<file path="config.mk">
export PLATFORM = sky130hd
export DESIGN_NAME = block_stats_buffer
export DESIGN_NICKNAME = d
export VERILOG_FILES = /design/src/rtl/block_stats_buffer.sv
export SDC_FILE = /design/constraint.sdc
export NUM_CORES = 1
export LEC_CHECK = 0
export ABC_AREA = 1
export ABC_CLOCK_PERIOD_IN_PS = 9600
export BUFFER_PORTS_ARGS = -buffer_cell sky130_fd_sc_hd__buf_2
export CAP_MARGIN = 25
export CORE_MARGIN = 1.5
export CORE_UTILIZATION = 40
export DETAILED_ROUTE_END_ITERATION = 10
export PLACE_DENSITY_LB_ADDON = 0.1
export SYNTH_ARGS = -nofsm -noshare
export SYNTH_HDL_FRONTEND = slang
export SYNTH_SLANG_ARGS = --single-unit
</file>
<file path="constraint.sdc">
create_clock -name clk -period 9.6 [get_ports clk]
set_input_delay 1.44 -clock clk [delete_from_list [all_inputs] [get_ports clk]]
set_output_delay 1.44 -clock clk [all_outputs]
set_load 0.05 [all_outputs]
</file>
<file path="src/rtl/block_stats_buffer.sv">
// Block statistics buffer: gathers TOTAL_SAMPLES pixels, computes mean and variance,
// then replays the stored pixels on contiguous cycles starting with the stats_ready pulse.
module block_stats_buffer #(
  parameter int unsigned DATA_WIDTH    = 8,
  parameter int unsigned TOTAL_SAMPLES = 64,
  parameter int unsigned LOG2_SAMPLES  = $clog2(TOTAL_SAMPLES)
) (
  input  logic                      clk,
  input  logic                      rst_n,
  input  logic                      valid_in,
  input  logic [DATA_WIDTH-1:0]     data_in,
  output logic                      in_ready,
  output logic                      stats_ready,
  output logic [2*DATA_WIDTH-1:0]   mean_of_block,
  output logic [2*DATA_WIDTH-1:0]   variance_of_block,
  output logic [DATA_WIDTH-1:0]     data_out,
  output logic                      data_out_valid,
  output logic [31:0]               block_count
);

  localparam int unsigned SUM_W = DATA_WIDTH + LOG2_SAMPLES;
  localparam int unsigned SQ_W  = 2*DATA_WIDTH + LOG2_SAMPLES;
  localparam int unsigned OUT_W = 2*DATA_WIDTH;
  localparam logic [LOG2_SAMPLES-1:0] LAST_IDX = LOG2_SAMPLES'(TOTAL_SAMPLES - 1);

  typedef enum logic [1:0] {ST_ACCUM, ST_CALC, ST_REPLAY} state_t;

  state_t                  state_q, state_d;
  logic [LOG2_SAMPLES-1:0] cnt_q, cnt_d, cnt_inc;
  logic [SUM_W-1:0]        sum_q, sum_d, sum_shr;
  logic [SQ_W-1:0]         sumsq_q, sumsq_d, sumsq_shr;
  logic [OUT_W-1:0]        mean_q, mean_d, var_q, var_d;
  logic [OUT_W-1:0]        mean_calc, sq_mean, mean_sq, pix_sq;
  logic                    in_ready_q, in_ready_d;
  logic                    stats_q, stats_d;
  logic                    dvalid_q, dvalid_d;
  logic [DATA_WIDTH-1:0]   dout_q, dout_d;
  logic [31:0]             bc_q, bc_d;
  logic                    accept;

  logic [DATA_WIDTH-1:0]   pix_mem [TOTAL_SAMPLES];

  assign accept  = valid_in && in_ready_q && (state_q == ST_ACCUM);
  assign cnt_inc = cnt_q + LOG2_SAMPLES'(1);

  // Pixel storage carries no reset; only entries written in the current block are ever replayed.
  always_ff @(posedge clk) begin
    if (accept) pix_mem[cnt_q] <= data_in;
  end

  always_comb begin
    state_d    = state_q;
    cnt_d      = cnt_q;
    sum_d      = sum_q;
    sumsq_d    = sumsq_q;
    mean_d     = mean_q;
    var_d      = var_q;
    in_ready_d = in_ready_q;
    stats_d    = 1'b0;
    dvalid_d   = 1'b0;
    dout_d     = dout_q;
    bc_d       = bc_q;

    sum_shr   = sum_q >> LOG2_SAMPLES;
    sumsq_shr = sumsq_q >> LOG2_SAMPLES;
    mean_calc = OUT_W'(sum_shr);
    sq_mean   = OUT_W'(sumsq_shr);
    mean_sq   = mean_calc * mean_calc;
    pix_sq    = OUT_W'(data_in) * OUT_W'(data_in);

    unique case (state_q)
      ST_ACCUM: begin
        in_ready_d = 1'b1;
        if (accept) begin
          sum_d   = sum_q + SUM_W'(data_in);
          sumsq_d = sumsq_q + SQ_W'(pix_sq);
          cnt_d   = cnt_inc;
          if (cnt_q == LAST_IDX) begin
            cnt_d      = '0;
            in_ready_d = 1'b0;
            state_d    = ST_CALC;
          end
        end
      end
      ST_CALC: begin
        // Pixel 0 is loaded here so it leaves the register together with the stats pulse.
        mean_d   = mean_calc;
        var_d    = (sq_mean >= mean_sq) ? (sq_mean - mean_sq) : '0;
        stats_d  = 1'b1;
        dvalid_d = 1'b1;
        dout_d   = pix_mem[0];
        state_d  = ST_REPLAY;
      end
      ST_REPLAY: begin
        if (cnt_q == LAST_IDX) begin
          cnt_d      = '0;
          sum_d      = '0;
          sumsq_d    = '0;
          bc_d       = bc_q + 32'd1;
          in_ready_d = 1'b1;
          state_d    = ST_ACCUM;
        end else begin
          dvalid_d = 1'b1;
          dout_d   = pix_mem[cnt_inc];
          cnt_d    = cnt_inc;
        end
      end
      default: state_d = ST_ACCUM;
    endcase
  end

  always_ff @(posedge clk or negedge rst_n) begin
    if (!rst_n) begin
      state_q    <= ST_ACCUM;
      cnt_q      <= '0;
      sum_q      <= '0;
      sumsq_q    <= '0;
      mean_q     <= '0;
      var_q      <= '0;
      in_ready_q <= 1'b0;
      stats_q    <= 1'b0;
      dvalid_q   <= 1'b0;
      dout_q     <= '0;
      bc_q       <= '0;
    end else begin
      state_q    <= state_d;
      cnt_q      <= cnt_d;
      sum_q      <= sum_d;
      sumsq_q    <= sumsq_d;
      mean_q     <= mean_d;
      var_q      <= var_d;
      in_ready_q <= in_ready_d;
      stats_q    <= stats_d;
      dvalid_q   <= dvalid_d;
      dout_q     <= dout_d;
      bc_q       <= bc_d;
    end
  end

  assign in_ready          = in_ready_q;
  assign stats_ready       = stats_q;
  assign mean_of_block     = mean_q;
  assign variance_of_block = var_q;
  assign data_out          = dout_q;
  assign data_out_valid    = dvalid_q;
  assign block_count       = bc_q;

endmodule

</file>
==> metrics.yaml <==
critical_path.n_buffers_inverters: 4
critPathRequiredTime_ps: 10140
yosys.area_share.simple: 0.221
multi_input_area_mm2: 0.0114
dr_total_vias: 22500
drive_gt1_frac: 0.0657
synth_warnings: 0
diodes: 0
grt.total_usage: 0.211
fin_ws_ps: 3320
avgSynthCellArea_um2: 9.61
ys.flop_type: "edfxtp_1"
rsz0062_at_grt: "false"
cts_hold_buffers: 0
critPathKind: "flop to flop"
grt_overflow: 0
synthMuxAreaShare: 0.000357
async_flop_share: 0.178
numPortBuffers: 77
cts-htree-levels: 3
die-height_um: 284
fin_crit_sh: 0.655
final_cells: 4420
cts_resized: 0
critPathMaxFanout: 13
die_w_um: 284
final_cell_mix: "980 x nand2_1, 512 x edfxtp_1, 380 x inv_1"
critical_path.max_stage_delay_ps: 610
cts.path.max_buffers: 3
first_pass_iters: 8
place_inst: 4289
cp-start-kind: "flop"
grt_max_degree: 104
yosys.area_share.xor_xnor: 0.0199
period_needed_ps: 6280
synth_top_family_by_area: "simple AND/OR/NAND/NOR gates"
report.final.slew_viol_count: 0
area.sequential_mm2: 0.0182
setup-tns-final_ps: 0
finClkSkew_ps: 20.5
hold_violations: 0
hp-class: "flop to flop"
synth-adder-area-share: 0.0801
cts_setup_buffers: 0
crit_slowest_cell: "dfrtp_1"
setup_violations: 0
initial_core_util: 0.406
reg2reg_slack_ps: 3320
cts-root-buf: "clkbuf_16"
grt_pass1_wl_mm: 133
core_area_mm2: 0.0777
routed_wl_mm: 84.7
synth_cell_type_count: 46
routabilityCongestion: 0.866
hpwlAfterDp_mm: 54.3
crit_family: "adder cells"
synthesis.area_mm2: 0.0316
tightest_slew_ps: 1020
layout_commonest_cell: "nand2_1"
synth-seq-cells: 623
grt_pass1_vias: 22400
synth-compound-area-share: 0.0375
fp.dieArea_mm2: 0.0806
cap_viol_max_count: 0
antenna_found_initial: 0
place_ws_ps: 3000
nNetsFinal: 3499
ys_seq_area_frac: 0.575
wl_per_cell_um: 19.2
clock-sinks: 623
drcViolationCount: 0
relSlewSlack: 0.317
numCtsBuffers: 73
ios: 86
cts.reportedPaths.clkPinSlew_ps: 60
critPathArrivalTime_ps: 6820
area_growth_pct: 11.7
via_per_inst: 5.09
synthCells: 3286
clk_latency_ps: 610
cp-end-kind: "flop"
crit_top_cell: "nand2_1"
cts_tree: "built"
drt_iter0_drc: 1496
antenna_left: 0
rows: 102
synth_edf_count: 512
fmax_ghz: 0.159
fillers: 7342
status: "finished, final reports clean"
-- logic make-up after synthesis --
logic type	after synthesis
buffers and inverters	529
multiplexers	1
other	1
adder cells (fa/ha/maj)	163
AND/OR/NAND/NOR	1680
AO/OA/AOI/OAI	218
XOR/XNOR	71
flip-flops	623
-- cell type report --
cell class,instances,area share
Sequential cell,623,0.515
Multi-Input combinational cell,2141,0.323
Clock buffer,103,0.0567
Inverter,383,0.0410
Tap cell,1040,0.0369
Timing Repair Buffer,103,0.0173
Clock inverter,27,0.00993
-- final timing paths --
check                                   endpoint  cells past startpoint            start
max                        variance_of_block[13]                     25        sum_q[10]
min in group asynchronous  variance_of_block[10]                      1            rst_n
min                              block_count[31]                      1  block_count[31]
min reg2reg                      block_count[31]                      1  block_count[31]
max in group asynchronous               cnt_q[0]                      2            rst_n
max reg2reg                variance_of_block[13]                     25        sum_q[10]
-- synthesized netlist by cell type (3+ instances only) --
master / number / area (µm²)
clkbuf_1: 79 / 297
a22o_1: 6 / 52.6
nand3_1: 377 / 1890
buf_4: 9 / 67.6
nand3b_1: 5 / 37.5
nand4_1: 13 / 81.3
nor3_1: 33 / 165
nand2_1: 980 / 3680
dfrtp_1: 111 / 2780
xor2_1: 45 / 394
a21oi_1: 64 / 320
xnor2_1: 25 / 219
fa_1: 65 / 1300
o21ai_0: 116 / 581
nor2_1: 254 / 953
a21o_1: 5 / 37.5
nor2_4: 4 / 45.0
o22ai_1: 7 / 43.8
ha_1: 98 / 1230
a31oi_1: 4 / 25.0
edfxtp_1: 512 / 15400
a21boi_0: 4 / 30.0
a32o_1: 3 / 30.0
buf_1: 19 / 71.3
buf_2: 38 / 190
nor2_2: 3 / 18.8
inv_1: 380 / 1430
o21a_1: 3 / 22.5
nand2_2: 3 / 18.8
-- state kept, by name (all words and copies together) (netlist names) --
| signal | count |
|---|---|
| block_count | 32 |
| cnt_q | 6 |
| data_out | 8 |
| data_out_valid | 1 |
| in_ready | 1 |
| mean_of_block | 8 |
| pix_mem | 512 |
| state_q | 2 |
| stats_ready | 1 |
| sum_q | 14 |
| sumsq_q | 22 |
| variance_of_block | 16 |
-- stage by stage --
stage / hold WS (ps) / area (µm²) / util
after floorplan: 457 / 31600 / -
after global placement: 455 / 32900 / 0.423
after detailed placement: 461 / 32900 / 0.423
after CTS: 471 / 35200 / 0.453
after global routing: 492 / 35300 / 0.454
final: 473 / 35300 / 0.454
-- layer usage --
metal	track usage	up-vias	wire length, µm
met4	0.0631	0	2370
met3	0.0315	123	4160
met1	0.284	11000	37400
met2	0.353	545	40800
li1	-	10800	-
met5	0	-	0
Power is not shown: default switching activity piles up to over one toggle a cycle in this logic, so the estimate is an artifact.
